===== src/rtl/min_pkg.sv =====
// rtl/min_pkg.sv - shared width, reset address and fetch state encoding for the MIN fetch stage
package min_pkg;

  localparam int WORD_W = 16;

  typedef logic [WORD_W-1:0] word_t;

  localparam word_t RESET_PC_DEFAULT = 16'h0000;

  typedef enum logic [1:0] {
    FETCH = 2'd0,
    FULL  = 2'd1,
    DRAIN = 2'd2
  } fetch_state_e;

endpackage


===== src/rtl/min_fetch_unit_if.sv =====
// rtl/min_fetch_unit_if.sv - memory, redirect and execute handshakes of the fetch stage
interface min_fetch_unit_if;
  import min_pkg::*;

  logic  mem_req;
  word_t mem_addr;
  logic  mem_ack;
  word_t mem_rdata;
  logic  redirect;
  word_t redirect_pc;
  word_t irf;
  logic  irf_valid;
  logic  ire_ready;
  word_t ire_pc;
  word_t pc;

  // fetch unit side
  modport master (
    output mem_req, mem_addr, irf, irf_valid, ire_pc, pc,
    input  mem_ack, mem_rdata, redirect, redirect_pc, ire_ready
  );

  // memory / execute side
  modport slave (
    input  mem_req, mem_addr, irf, irf_valid, ire_pc, pc,
    output mem_ack, mem_rdata, redirect, redirect_pc, ire_ready
  );

endinterface


===== src/rtl/min_prefetch_fifo.sv =====
// rtl/min_prefetch_fifo.sv - circular prefetch queue of instruction words tagged with their address
module min_prefetch_fifo
  import min_pkg::*;
#(
  parameter  int DEPTH = 2,
  localparam int PW    = $clog2(DEPTH),
  localparam int CW    = $clog2(DEPTH + 1)
) (
  input  logic          clk,
  input  logic          reset,
  input  logic          push,
  input  word_t         push_data,
  input  word_t         push_tag,
  input  logic          pop,
  input  logic          flush,
  output logic [CW-1:0] count,
  output logic          empty,
  output word_t         head_data,
  output word_t         head_tag
);

  word_t         data_mem [DEPTH];
  word_t         tag_mem  [DEPTH];
  logic [PW-1:0] rd_ptr;
  logic [PW-1:0] wr_ptr;
  logic          full;
  logic          do_pop;

  assign empty     = (count == '0);
  assign full      = (count == CW'(DEPTH));
  assign do_pop    = pop & ~empty;
  assign head_data = data_mem[rd_ptr];
  assign head_tag  = tag_mem[rd_ptr];

  // storage and pointers; storage is cleared at reset so the head reads zero
  always_ff @(posedge clk) begin
    if (!reset) begin
      rd_ptr <= '0;
      wr_ptr <= '0;
      count  <= '0;
      for (int i = 0; i < DEPTH; i++) begin
        data_mem[i] <= '0;
        tag_mem[i]  <= '0;
      end
    end else if (flush) begin
      rd_ptr <= '0;
      wr_ptr <= '0;
      count  <= '0;
    end else begin
      if (push) begin
        data_mem[wr_ptr] <= push_data;
        tag_mem[wr_ptr]  <= push_tag;
        wr_ptr           <= wr_ptr + 1'b1;
      end
      if (do_pop) begin
        rd_ptr <= rd_ptr + 1'b1;
      end
      count <= count + CW'(push) - CW'(do_pop);
    end
  end

  // the fetch FSM stops requesting before the queue can overflow
  always_ff @(posedge clk) begin
    if (reset && push && !flush) begin
      assert (!full);
    end
  end

endmodule


===== src/rtl/min_fetch_unit.sv =====
// rtl/min_fetch_unit.sv - fetch PC, instruction memory read handshake and redirect handling
module min_fetch_unit
  import min_pkg::*;
#(
  parameter int    DEPTH    = 2,
  parameter word_t RESET_PC = RESET_PC_DEFAULT
) (
  input logic             clk,
  input logic             reset,
  min_fetch_unit_if.master bus
);

  localparam int CW = $clog2(DEPTH + 1);

  localparam logic [1:0] S_FETCH = FETCH;
  localparam logic [1:0] S_FULL  = FULL;
  localparam logic [1:0] S_DRAIN = DRAIN;

  logic [1:0]    state;
  word_t         pc_q;
  word_t         pc_next;
  logic          req_q;
  word_t         addr_q;
  logic          acked;
  logic          pop;
  logic          push;
  logic          fills_up;
  logic [CW-1:0] fifo_count;
  logic          fifo_empty;
  word_t         head_data;
  word_t         head_tag;

  // an ack only counts while a read is actually outstanding
  assign acked    = req_q & bus.mem_ack;
  assign pop      = ~fifo_empty & bus.ire_ready;
  assign push     = (state == S_FETCH) & acked & ~bus.redirect;
  assign pc_next  = pc_q + 16'd1;
  // the word being accepted takes the last free slot unless the head leaves too
  assign fills_up = (fifo_count == CW'(DEPTH - 1)) & ~pop;

  assign bus.mem_req   = req_q;
  assign bus.mem_addr  = addr_q;
  assign bus.pc        = pc_q;
  assign bus.irf       = head_data;
  assign bus.ire_pc    = head_tag;
  assign bus.irf_valid = ~fifo_empty;

  min_prefetch_fifo #(
    .DEPTH (DEPTH)
  ) u_fifo (
    .clk       (clk),
    .reset     (reset),
    .push      (push),
    .push_data (bus.mem_rdata),
    .push_tag  (addr_q),
    .pop       (pop),
    .flush     (bus.redirect),
    .count     (fifo_count),
    .empty     (fifo_empty),
    .head_data (head_data),
    .head_tag  (head_tag)
  );

  // fetch FSM: request issue, pc advance, redirect and stale-read draining
  always_ff @(posedge clk) begin
    if (!reset) begin
      state  <= S_FETCH;
      pc_q   <= RESET_PC;
      req_q  <= 1'b0;
      addr_q <= RESET_PC;
    end else begin
      case (state)
        S_FETCH: begin
          if (bus.redirect) begin
            pc_q <= bus.redirect_pc;
            if (req_q && !bus.mem_ack) begin
              // read still in flight: keep the request stable until it returns
              state <= S_DRAIN;
            end else begin
              req_q  <= 1'b1;
              addr_q <= bus.redirect_pc;
            end
          end else if (acked) begin
            pc_q <= pc_next;
            if (fills_up) begin
              state <= S_FULL;
              req_q <= 1'b0;
            end else begin
              req_q  <= 1'b1;
              addr_q <= pc_next;
            end
          end else if (!req_q) begin
            req_q  <= 1'b1;
            addr_q <= pc_q;
          end
        end
        S_FULL: begin
          if (bus.redirect) begin
            state  <= S_FETCH;
            pc_q   <= bus.redirect_pc;
            req_q  <= 1'b1;
            addr_q <= bus.redirect_pc;
          end else if (pop) begin
            state <= S_FETCH;
          end
        end
        S_DRAIN: begin
          if (bus.redirect) begin
            pc_q <= bus.redirect_pc;
          end
          if (acked) begin
            // stale data is dropped; request continues at the newest target
            state  <= S_FETCH;
            addr_q <= bus.redirect ? bus.redirect_pc : pc_q;
          end
        end
        default: begin
          state <= S_FETCH;
          req_q <= 1'b0;
        end
      endcase
    end
  end

endmodule


===== src/flat_wrapper.sv =====
// flat-port wrapper written by rule: the top's interface ports become plain ports
module min_fetch_unit_flat import min_pkg::*;
#(
  parameter int    DEPTH    = 2,
  parameter word_t RESET_PC = RESET_PC_DEFAULT
)
  (clk, reset, bus_mem_req, bus_mem_addr, bus_irf, bus_irf_valid, bus_ire_pc, bus_pc, bus_mem_ack, bus_mem_rdata, bus_redirect, bus_redirect_pc, bus_ire_ready);
  min_fetch_unit_if bus_i ();
  input logic clk;
  input logic reset;
  output wire logic [$bits(bus_i.mem_req)-1:0] bus_mem_req;
  output wire logic [$bits(bus_i.mem_addr)-1:0] bus_mem_addr;
  output wire logic [$bits(bus_i.irf)-1:0] bus_irf;
  output wire logic [$bits(bus_i.irf_valid)-1:0] bus_irf_valid;
  output wire logic [$bits(bus_i.ire_pc)-1:0] bus_ire_pc;
  output wire logic [$bits(bus_i.pc)-1:0] bus_pc;
  input wire logic [$bits(bus_i.mem_ack)-1:0] bus_mem_ack;
  input wire logic [$bits(bus_i.mem_rdata)-1:0] bus_mem_rdata;
  input wire logic [$bits(bus_i.redirect)-1:0] bus_redirect;
  input wire logic [$bits(bus_i.redirect_pc)-1:0] bus_redirect_pc;
  input wire logic [$bits(bus_i.ire_ready)-1:0] bus_ire_ready;
  assign bus_mem_req = bus_i.mem_req;
  assign bus_mem_addr = bus_i.mem_addr;
  assign bus_irf = bus_i.irf;
  assign bus_irf_valid = bus_i.irf_valid;
  assign bus_ire_pc = bus_i.ire_pc;
  assign bus_pc = bus_i.pc;
  assign bus_i.mem_ack = bus_mem_ack;
  assign bus_i.mem_rdata = bus_mem_rdata;
  assign bus_i.redirect = bus_redirect;
  assign bus_i.redirect_pc = bus_redirect_pc;
  assign bus_i.ire_ready = bus_ire_ready;
  min_fetch_unit #(.DEPTH(DEPTH), .RESET_PC(RESET_PC)) u_core (.clk(clk), .reset(reset), .bus(bus_i));
endmodule

===== config.mk =====
export PLATFORM = sky130hd
export DESIGN_NAME = min_fetch_unit_flat
export DESIGN_NICKNAME = d
export VERILOG_FILES = /design/src/rtl/min_pkg.sv /design/src/rtl/min_fetch_unit_if.sv /design/src/rtl/min_prefetch_fifo.sv /design/src/rtl/min_fetch_unit.sv /design/src/flat_wrapper.sv
export SDC_FILE = /design/constraint.sdc
export NUM_CORES = 1
export LEC_CHECK = 0
export ABC_AREA = 1
export BUFFER_PORTS_ARGS = -buffer_cell sky130_fd_sc_hd__buf_4
export CAP_MARGIN = 5
export CORE_MARGIN = 3
export CORE_UTILIZATION = 51
export CTS_CLUSTER_SIZE = 20
export DETAILED_ROUTE_END_ITERATION = 8
export GPL_ROUTABILITY_DRIVEN = 0
export PLACE_DENSITY_LB_ADDON = 0.1
export SLEW_MARGIN = 20
export SYNTH_ARGS = -nofsm -noshare
export SYNTH_HDL_FRONTEND = slang
export SYNTH_HIERARCHICAL = 1
export SYNTH_SLANG_ARGS = --single-unit
export TNS_END_PERCENT = 50

===== constraint.sdc =====
create_clock -name clk -period 2.61 [get_ports clk]
set_input_delay 0.1305 -clock clk [delete_from_list [all_inputs] [get_ports clk]]
set_output_delay 0.1305 -clock clk [all_outputs]
set_load 0.01 [all_outputs]

==> results of run 1 <==
area by class of cell:
cell class,count,area share [%]
clock inverter,7,1.33
tap,140,2.59
multi-input combinational,472,36.5
timing repair buffer,114,13.0
clock buffer,9,1.83
inverter,82,4.54
sequential,104,40.2
per-stage QoR:
step | setup WS (ns) | hold WS (ns) | cells | power (mW)
2_1_floorplan | 0.0758 | 0.207 | 692 | 4.24
6_report | 0.554 | 0.0616 | 928 | 6.24
5_1_grt | 0.392 | 0.0659 | 928 | 6.72
3_3_place_gp | 0.661 | 0.441 | 912 | 5.06
4_1_cts | 0.569 | 0.0547 | 928 | 6.22
3_5_place_dp | 0.613 | 0.445 | 912 | 5.12
metal layers:
layer	GRT usage (%)	vias up	wire length, um
li1	-	2484	-
met3	3.56	21	988
met1	30.3	2292	6170
met4	7.21	0	257
met2	35.5	201	6520
met5	0	-	0
report_power, final:
| group | switching (mW) | total (mW) | internal, mW |
|---|---|---|---|
| Combinational | 1.84 | 2.89 | 1.05 |
| Sequential | 0.262 | 2.26 | 2.00 |
| Clock | 0.620 | 1.09 | 0.473 |
sequential cells by signal, indices dropped and copies added, names as in the netlist, named ones only:
| register | cells |
|---|---|
| u_core/bus.mem_addr | 16 |
| u_core/bus.mem_req | 1 |
| u_core/bus.pc | 16 |
| u_core/state | 2 |
| u_core/u_fifo/count | 2 |
| u_core/u_fifo/data_mem | 32 |
| u_core/u_fifo/rd_ptr | 1 |
| u_core/u_fifo/tag_mem | 32 |
| u_core/u_fifo/wr_ptr | 1 |
critical path, stage by stage, from the launching register on:
cell and delay (ns):
dfxtp_1 0.40, inv_1 0.08, ha_1 0.54, buf_4 0.38
nor2_1 0.11, a21oi_1 0.13, nand3_1 0.10, nor2_1 0.15
nor2_1 0.06
worst max-delay path by stage:
stage,startpoint,to,depth (start not counted)
after floorplan,u_core/bus.mem_req,u_core/u_fifo/data_mem[0][0],9
after global placement,u_core/state[0],u_core/u_fifo/data_mem[0][0],9
after detailed placement,u_core/state[0],u_core/bus.pc[8],6
after CTS,u_core/state[0],u_core/bus.pc[8],6
after global routing,u_core/state[0],u_core/bus.pc[10],6
final,u_core/state[0],u_core/bus.mem_addr[4],8
cells by family (layout without fill, tap and decap cells):
kind of cell               after synthesis  count (layout)
adders and majority gates                7               7
muxes                                   32              32
and+or+nand+nor                        285             285
buffers and inverters                  116             212
DFF                                    104             104
xor gates and xnor gates                 8               8
AOI/OAI and AO/OA                      140             140
placed cells by master (no fill, tap or decap), types with 5 or more instances in the layout:
cell type	n
a21oi_1	49
a22oi_1	10
a31oi_1	10
buf_4	112
clkbuf_8	9
dfxtp_1	40
edfxtp_1	64
ha_1	7
inv_1	78
mux2_2	30
nand2_1	136
nand3_1	23
nand4_1	6
nor2_1	105
nor2_2	5
o21ai_0	47
o21ai_1	12
xor2_1	6
==> summary.txt, run 1 <==
FF-to-FF path depth: 8
max cap viols: 0
worst-path maximum fanout: 28
synthesized cell area: 5730 um2
detailed placer's ending HPWL: 9540 um
Tot GR Track Use: 21.9%
setup TNS: 0 ns
arrival time worst endpoint: 2.33 ns
Reg2Reg Launch Point: u_core/state[0]
hold path start: bus_mem_rdata[0]
CTS Buffer Depth: 2
largest net degree at the start of global routing: 43
initial core utilization: 52.6%
setup bufs post-CTS: 0
Root Driver: clkbuf_8
Min-Delay Path Class: in -> reg
Main synth FF type: edfxtp_1
core area: 10900 um2
share of cells above drive strength 1: 22.6%
number of enable flip-flop cells after synthesis: 64
Leakage: 2.98 nW
Yosys top cell area share: 33.5%
Synth area leader: edfxtp_1
initial DRC count: 406
Placed Area: 6560 um2
number of gates resized after CTS: 0
wirelength, routed: 13900 um
H-tree depth: 3
syn nets: 736
Compound-Gate Fraction of Synth Area: 13.5%
initial antenna violation count: 0
post-synthesis xor/xnor area fraction: 1.22%
post-route cell area: 6770 um2
clock latency on the worst-skew pair: 0.37 ns
final setup fails: 0
CP Launch Type: flop
Mapped Cells: 692
vias in the first global route: 4623
n_diodes: 0
DIE AREA: 12500 um2
mux cell area share after synthesis: 6.29%
hold_buf cts: 0
Sink Count: 104
die extent in y: 112 um
# fillers: 973
reg-to-reg slack, setup: 0.55 ns
Hold Crit Depth: 3
count leader, synth: nand2_1
outcome: completed
register area share after synthesis: 47.5%
Antenna Nets Post-Route: 0
combinational family with the most area after synthesis: simple AND/OR/NAND/NOR gates
Crit. End Element: flop
Multi-input gate area: 2470 um2
synthesis-stage register bit count: 104
First-pass DRT Iterations: 5
critical path required time: 2.88 ns
Final Hold Viols: 0
Synth area leaders: edfxtp_1 (34%), dfxtp_1 (14%), nand2_1 (8.9%), nor2_1 (6.9%), mux2_2 (5.9%)
Critical Setup Path Class: reg -> reg
Pwr Density: 922 nW/um2
reg2reg end: u_core/bus.mem_addr[4]
Post-Synth Simple-Gate Area: 20.6%
worst slew pin tran: 0.664 ns
via count: 4998
Adder-Cell Fraction of Synth Area: 1.53%
CTS Buf Count: 9
Peak VDD IR: 0.561 mV
Clock transition at path regs: 0.11 ns
Post-synth ARST share: 0%
Final period util: 78.8%
FP Rows: 38
first-pass GRT wire length: 22600 um
Vias/cell: 5.39
drt wl/cell: 15.0 um
# IOs: 103
CTS tree: built
die width: 112 um
RSZ-0062 raised after global routing: no
Nets: 827
gr ovfl total: 0
count of different cell masters after synthesis: 41
DRC Markers: 0
min cycle time layout: 2.06 ns
slew margin rel.: 55.8%
top cells by count, synth: nand2_1 (136), nor2_1 (105), inv_1 (78)
fin. max-slew vios: 0
Layout Utilization: 62.2%
PortBufs: 102
Min-Delay Endpoint: u_core/u_fifo/data_mem[1][0]
Avg Inst Size Synth: 8.28 um2
register area: 2720 um2
yosys warns: 6
clk_skew: 0.0117 ns
synthesis-to-layout area growth: 18.2%
Fmax: 486 MHz
No activity file was read; power rests on OpenSTA's default activity.
==> run 2: changes to the inputs <==
--- a/config.mk
+++ b/config.mk
@@ -5,7 +5,7 @@
 export SDC_FILE = /design/constraint.sdc
 export NUM_CORES = 1
 export LEC_CHECK = 0
-export ABC_AREA = 1
+export ABC_AREA = 0
 export BUFFER_PORTS_ARGS = -buffer_cell sky130_fd_sc_hd__buf_4
 export CAP_MARGIN = 5
 export CORE_MARGIN = 3
==> constraint.sdc (replaced) <==
create_clock -name clk -period 1.75 [get_ports clk]
set_input_delay 0.0875 -clock clk [delete_from_list [all_inputs] [get_ports clk]]
set_output_delay 0.0875 -clock clk [all_outputs]
set_load 0.01 [all_outputs]
==> summary.txt, run 2 <==
core area: 10900 um2 (about the same)
worst setup margin: -0.195 ns (was 0.554 ns)
Pwr Density: 765 nW/um2 (was 922 nW/um2)
Tot GR Track Use: 25.2% (was 21.9%)
detailed placer's ending HPWL: 10700 um (was 9540 um)
Peak VDD IR: 0.426 mV (was 0.561 mV)
Nets: 775 (was 827)
Antenna Nets Post-Route: 0 (unchanged)
clock latency on the worst-skew pair: 0.35 ns (was 0.37 ns)
count of different cell masters after synthesis: 70 (was 41)
slowest cell on the critical path: dfxtp_2 (was ha_1)
clk_skew: 0.00736 ns (was 0.0117 ns)
switching pwr: 1.72 mW (was 2.72 mW)
H-tree depth: 3 (unchanged)
CP Launch Type: flop (unchanged)
arrival time worst endpoint: 2.01 ns (was 2.33 ns)
register area share after synthesis: 47.4% (was 47.5%)
CTS Buf Count: 9 (unchanged)
gr busiest metal: met2 (unchanged)
First-pass DRT Iterations: 7 (was 5)
total design power: 6.22 mW (was 6.24 mW)
Synth area leaders: edfxtp_1 (33%), dfxtp_1 (14%), and3_1 (7.3%), mux2_2 (6.5%), o21ai_0 (3.1%) (was edfxtp_1 (34%), dfxtp_1 (14%), nand2_1 (8.9%), nor2_1 (6.9%), mux2_2 (5.9%))
n_diodes: 0 (unchanged)
M3 GR Usage: 5.44% (was 3.56%)
max cap viols: 0 (unchanged)
CTS tree: built (unchanged)
largest net degree at the start of global routing: 68 (was 43)
internal power: 4.50 mW (was 3.52 mW)
drt wl/cell: 20.6 um (was 15.0 um)
Mapped Cells: 570 (was 692)
RSZ-0062 raised after global routing: yes (was no)
FP Rows: 38 (unchanged)
worst slew pin tran: 0.624 ns (was 0.664 ns)
via count: 5454 (was 4998)
initial DRC count: 520 (was 406)
Vias/cell: 6.23 (was 5.39)
DIE AREA: 12600 um2 (was 12500 um2)
pre-CTS worst setup slack: -0.313 ns (was 0.613 ns)
CTS Buffer Depth: 2 (unchanged)
count leader, synth: and3_1 (was nand2_1)
share of cells above drive strength 1: 44.2% (was 22.6%)
Clock transition at path regs: 0.08 ns (was 0.11 ns)
met1 Usage GRT: 33.4% (was 30.3%)
yosys warns: 6 (unchanged)
synthesized cell area: 5740 um2 (was 5730 um2)
CP most frequent cell: buf_6 (was nor2_1)
die extent in y: 112 um (about the same)
initial core utilization: 52.5% (was 52.6%)
PortBufs: 102 (unchanged)
synthesis-stage register bit count: 104 (unchanged)
final setup fails: 118 (was 0)
first-pass GRT wire length: 25700 um (was 22600 um)
synthesis-to-layout area growth: 41.7% (was 18.2%)
outcome: finished with violations (was completed)
Final period util: 111% (was 78.8%)
Critical Setup Path Class: reg -> reg (unchanged)
slew margin rel.: 58.4% (was 55.8%)
hold_buf cts: 0 (unchanged)
Final Hold Viols: 0 (unchanged)
Seq pwr share: 45.5% (was 36.3%)
Avg Inst Size Synth: 10.1 um2 (was 8.28 um2)
top cells by count, synth: and3_1 (67), edfxtp_1 (64), dfxtp_1 (40) (was nand2_1 (136), nor2_1 (105), inv_1 (78))
most frequent cells in the layout: buf_4 (175), edfxtp_1 (64), and3_1 (59), nand2_1 (37), dfxtp_1 (35) (was nand2_1 (136), buf_4 (112), nor2_1 (105), inv_1 (78), edfxtp_1 (64))
die width: 112 um (about the same)
crit path cell chain: inv_2 > ha_4 > and4b_2 > buf_6 > buf_6 > nand2_4 > o21ai_4 > clkbuf_16 (was inv_1 > ha_1 > buf_4 > nor2_1 > a21oi_1 > nand3_1 > nor2_1 > nor2_1)
Yosys top cell area share: 33.5% (about the same)
number of enable flip-flop cells after synthesis: 64 (unchanged)
wirelength, routed: 18000 um (was 13900 um)
gr ovfl total: 0 (unchanged)
fin. max-slew vios: 0 (unchanged)
commonest non-fill, non-tap cell in the layout: buf_4 (was nand2_1)
Top Family by Delay on Critical Path: buffers and inverters (was adder cells)
Root Driver: clkbuf_16 (was clkbuf_8)
Crit. End Element: flop (unchanged)
Fmax: 514 MHz (was 486 MHz)
vias in the first global route: 5122 (was 4623)
Min-Delay Path Class: in -> reg (unchanged)
syn nets: 614 (was 736)
min cycle time layout: 1.95 ns (was 2.06 ns)
Clock Power Share: 33.5% (was 17.5%)
violated checks: setup timing
Sink Count: 104 (unchanged)
Largest regs: u_core/u_fifo/data_mem: 32 flops, u_core/u_fifo/tag_mem: 32 flops (unchanged)
worst-path maximum fanout: 8 (was 28)
Synth area leader: edfxtp_1 (unchanged)
critical path required time: 1.82 ns (was 2.88 ns)
# IOs: 103 (unchanged)
Main synth FF type: edfxtp_1 (unchanged)
Bufs and invs on worst path: 4 (was 2)
Leakage: 3.52 nW (was 2.98 nW)
Post-synth ARST share: 0% (unchanged)
met2 GRT Util: 40.8% (was 35.5%)
combinational power share: 21.0% (was 46.2%)
DRC Markers: 0 (unchanged)
Switching Fraction: 27.6% (was 43.6%)
delay of the slowest critical-path stage: 0.33 ns (was 0.54 ns)
initial antenna violation count: 0 (unchanged)
run 2: cell count changes in the layout (fill, tap and decap cells not counted), moves of 14 or more:
cell,delta
o21ai_0,-24
buf_4,+63
buf_6,+14
clkbuf_16,+14
inv_1,-66
a21oi_1,-26
nand2_1,-99
nor2_1,-85
and3_1,+59
run 2: worst paths after layout:
kind                               start                            end  slack (ns)  depth (start not counted)
setup / recovery         u_core/state[1]    u_core/u_fifo/tag_mem[1][6]       -0.20                          8
hold / removal         bus_mem_rdata[12]  u_core/u_fifo/data_mem[0][12]        0.04                          2
setup reg to reg         u_core/state[1]    u_core/u_fifo/tag_mem[1][6]       -0.20                          8
hold reg to reg   u_core/bus.mem_addr[8]         u_core/bus.mem_addr[8]        0.50                          2
run 2: metrics by stage:
step,instances,setup TNS (ns),hold slack [ns],cell area [um2],utilization [%]
after floorplan,570,-18.99,0.274,5800,-
after global placement,836,-11.24,0.397,7110,65.0
after detailed placement,836,-12.37,0.401,7110,65.0
after CTS,853,-2.05,0.0420,7500,68.6
after global routing,876,-16.14,0.0425,8130,74.3
final,876,-10.94,0.0439,8130,74.3
run 2: power by group through the flow:
stage          Sequential, mW  Combinational (mW)  Clock (mW)
2_1_floorplan            2.88               0.510           0
3_3_place_gp             2.87                1.04           0
3_5_place_dp             2.88                1.05           0
4_1_cts                  2.82                1.09        2.09
5_1_grt                  2.85                1.38        2.21
6_report                 2.83                1.31        2.08
run 2: cells by family after synthesis:
logic type               after synthesis  synth area share [%]
AO/OA/AOI/OAI                        129                  15.0
multiplexers                          40                  7.74
XOR/XNOR                              13                  2.22
flip-flops                           104                  47.4
buffers and inverters                 68                  5.84
adder cells (fa/ha/maj)                7                  1.53
AND/OR/NAND/NOR                      209                  20.2
run 2: repair_timing:
| item | CTS | global route |
|---|---|---|
| gates resized for setup | 18 | 84 |
| pin swaps | 4 | 22 |
| cloned | 1 | 8 |
| buffers inserted | 0 | 15 |
| endpoints found under the setup margin | 60 | 123 |
| hold endpoints to repair | 0 | 0 |
run 2: area by class of cell:
type	instances	area [um2]
Tap cell	140	175
Clock buffer	10	229
Sequential cell	104	2730
Timing Repair Buffer	202	1750
Multi-Input combinational cell	400	3120
Clock inverter	6	75.1
Inverter	14	52.6
Fill cell	781	2810
run 2: worst register-to-register path: cells and delay by family, from the launching register on:
family	cells	cell delay [ns]
compound gates	1	0.33
fa+ha+maj	1	0.13
buf+inv	4	0.54
flops	1	0.33
simple gates	2	0.32
run 2: routing by layer:
| layer | wire length (um) | vias to the layer above |
|---|---|---|
| li1 | - | 2464 |
| met1 | 7220 | 2622 |
| met2 | 8800 | 307 |
| met3 | 1450 | 61 |
| met4 | 567 | 0 |
| met5 | 0 | - |
==> run 3: changes to the inputs <==
--- a/config.mk
+++ b/config.mk
@@ -8,12 +8,13 @@
 export ABC_AREA = 0
 export BUFFER_PORTS_ARGS = -buffer_cell sky130_fd_sc_hd__buf_4
 export CAP_MARGIN = 5
+export CORE_ASPECT_RATIO = 1.5
 export CORE_MARGIN = 3
 export CORE_UTILIZATION = 51
 export CTS_CLUSTER_SIZE = 20
 export DETAILED_ROUTE_END_ITERATION = 8
 export GPL_ROUTABILITY_DRIVEN = 0
-export PLACE_DENSITY_LB_ADDON = 0.1
+export PLACE_DENSITY_LB_ADDON = 0.2
 export SLEW_MARGIN = 20
 export SYNTH_ARGS = -nofsm -noshare
 export SYNTH_HDL_FRONTEND = slang
==> summary.txt, run 3 (synthesis results as in run 2) <==
pre-CTS worst setup slack: -0.277 ns (was -0.313 ns)
fin. max-slew vios: 0 (unchanged)
Sink Count: 104 (unchanged)
final setup fails: 16 (was 118)
Largest regs: u_core/u_fifo/data_mem: 32 flops, u_core/u_fifo/tag_mem: 32 flops (unchanged)
RSZ-0062 raised after global routing: yes (unchanged)
post-route cell area: 7830 um2 (was 8130 um2)
First-pass DRT Iterations: 7 (unchanged)
Nets: 756 (was 775)
critical path required time: 2.03 ns (was 1.82 ns)
total design power: 5.96 mW (was 6.22 mW)
register area: 2730 um2 (about the same)
PortBufs: 102 (unchanged)
Antenna Nets Post-Route: 0 (unchanged)
detailed placer's ending HPWL: 11000 um (was 10700 um)
initial DRC count: 475 (was 520)
# fillers: 763 (was 781)
Critical Setup Path Class: reg -> reg (unchanged)
share of cells above drive strength 1: 41.1% (was 44.2%)
via count: 5360 (was 5454)
worst-path maximum fanout: 4 (was 8)
initial core utilization: 53.3% (was 52.5%)
core area: 10800 um2 (was 10900 um2)
Fmax: 516 MHz (was 514 MHz)
Min-Delay Path Class: in -> reg (unchanged)
met1 Usage GRT: 29.7% (was 33.4%)
worst setup margin: -0.187 ns (was -0.195 ns)
synthesis-to-layout area growth: 36.3% (was 41.7%)
Vias/cell: 6.23 (about the same)
max cap viols: 0 (unchanged)
gr busiest metal: met2 (unchanged)
clk_skew: 0.0107 ns (was 0.00736 ns)
Root Driver: clkbuf_16 (unchanged)
first-pass GRT wire length: 24300 um (was 25700 um)
gr ovfl total: 0 (unchanged)
FP Rows: 46 (was 38)
n_diodes: 0 (unchanged)
clock latency on the worst-skew pair: 0.35 ns (about the same)
die width: 92.6 um (was 112 um)
Final Hold Viols: 0 (unchanged)
CTS Buffer Depth: 2 (unchanged)
initial antenna violation count: 0 (unchanged)
met2 GRT Util: 41.7% (was 40.8%)
H-tree depth: 3 (unchanged)
vias in the first global route: 4937 (was 5122)
DIE AREA: 12600 um2 (about the same)
Leakage: 3.40 nW (was 3.52 nW)
outcome: finished with violations (unchanged)
most frequent cells in the layout: buf_4 (166), and3_1 (65), edfxtp_1 (64), nand2_1 (37) (was buf_4 (175), edfxtp_1 (64), and3_1 (59), nand2_1 (37), dfxtp_1 (35))
drt wl/cell: 20.1 um (was 20.6 um)
wirelength, routed: 17300 um (was 18000 um)
Tot GR Track Use: 24.3% (was 25.2%)
commonest non-fill, non-tap cell in the layout: buf_4 (unchanged)
Final period util: 111% (about the same)
Pwr Density: 762 nW/um2 (was 765 nW/um2)
CTS Buf Count: 9 (unchanged)
min cycle time layout: 1.94 ns (was 1.95 ns)
Multi-input gate area: 3090 um2 (was 3120 um2)
worst slew pin tran: 0.607 ns (was 0.624 ns)
die extent in y: 136 um (was 112 um)
# IOs: 103 (unchanged)
CP Launch Type: flop (unchanged)
setup TNS: -1.33 ns (was -10.94 ns)
Clock transition at path regs: 0.07 ns (was 0.08 ns)
hold_buf cts: 0 (unchanged)
violated checks: setup timing (unchanged)
Layout Utilization: 72.7% (was 74.3%)
DRC Markers: 0 (unchanged)
arrival time worst endpoint: 2.21 ns (was 2.01 ns)
Placed Area: 7060 um2 (was 7110 um2)
CTS tree: built (unchanged)
M3 GR Usage: 3.88% (was 5.44%)
Crit. End Element: flop (unchanged)
Peak VDD IR: 0.464 mV (was 0.426 mV)
largest net degree at the start of global routing: 68 (unchanged)
slew margin rel.: 59.5% (was 58.4%)
-- run 3: cell count changes in the layout (fill, tap and decap cells not counted), sizes merged --
cell,change
and3,+1
clkinv,-1
bufinv,-1
buf,-17
clkbuf,-3
inv,+2
-- run 3: through the flow --
stage	instances	hold slack, ns
global placement	832	0.398
global route	861	0.0415
finish	861	0.0511
detailed placement	832	0.403
floorplan	570	0.274
CTS	848	0.0381
-- run 3: worst max-delay path, cell delays in order (launching register included) --
cell and delay (ns):
dfxtp_2 0.36, inv_2 0.06, ha_4 0.22, or2_1 0.22, or4_4 0.52, o311ai_2 0.23, o21ai_1 0.12, a21oi_2 0.13
-- run 3: repair_timing --
item,4_1_cts,5_1_grt
pin swaps,3,18
setup endpoints to repair,55,162
gates resized for setup,8,77
gates cloned,0,6
setup buffers,0,8
-- run 3: worst paths after layout --
check | startpoint | end | slack (ns) | depth (start not counted)
max | u_core/state[0] | u_core/bus.pc[11] | -0.19 | 7
min | bus_mem_rdata[9] | u_core/u_fifo/data_mem[1][9] | 0.05 | 2
max reg2reg | u_core/state[0] | u_core/bus.pc[11] | -0.19 | 7
min reg2reg | u_core/bus.mem_addr[1] | u_core/bus.mem_addr[1] | 0.50 | 2
-- run 3: layout make-up --
class                   count  share of cell area (%)
clock buffers              10                    2.93
clock inverters             6                   0.752
inverters                  14                   0.672
multi-input cells         401                    39.5
flip-flops and latches    104                    34.9
well taps                 144                    2.30
repair buffers            182                    18.9
-- run 3: power breakdown --
part / internal (mW) / leakage [nW] / switching, mW / total (mW)
sequential: 2.73 / 0.996 / 0.0915 / 2.82
clock: 1.00 / 0.139 / 0.946 / 1.95
combinational: 0.554 / 2.27 / 0.639 / 1.19
total: 4.29 / 3.40 / 1.68 / 5.96
-- run 3: per-layer routing --
layer,part of all wire [%],vias up
met3,7.5,80
met2,50,319
li1,-,2435
met5,0,-
met4,5.4,0
met1,37,2526
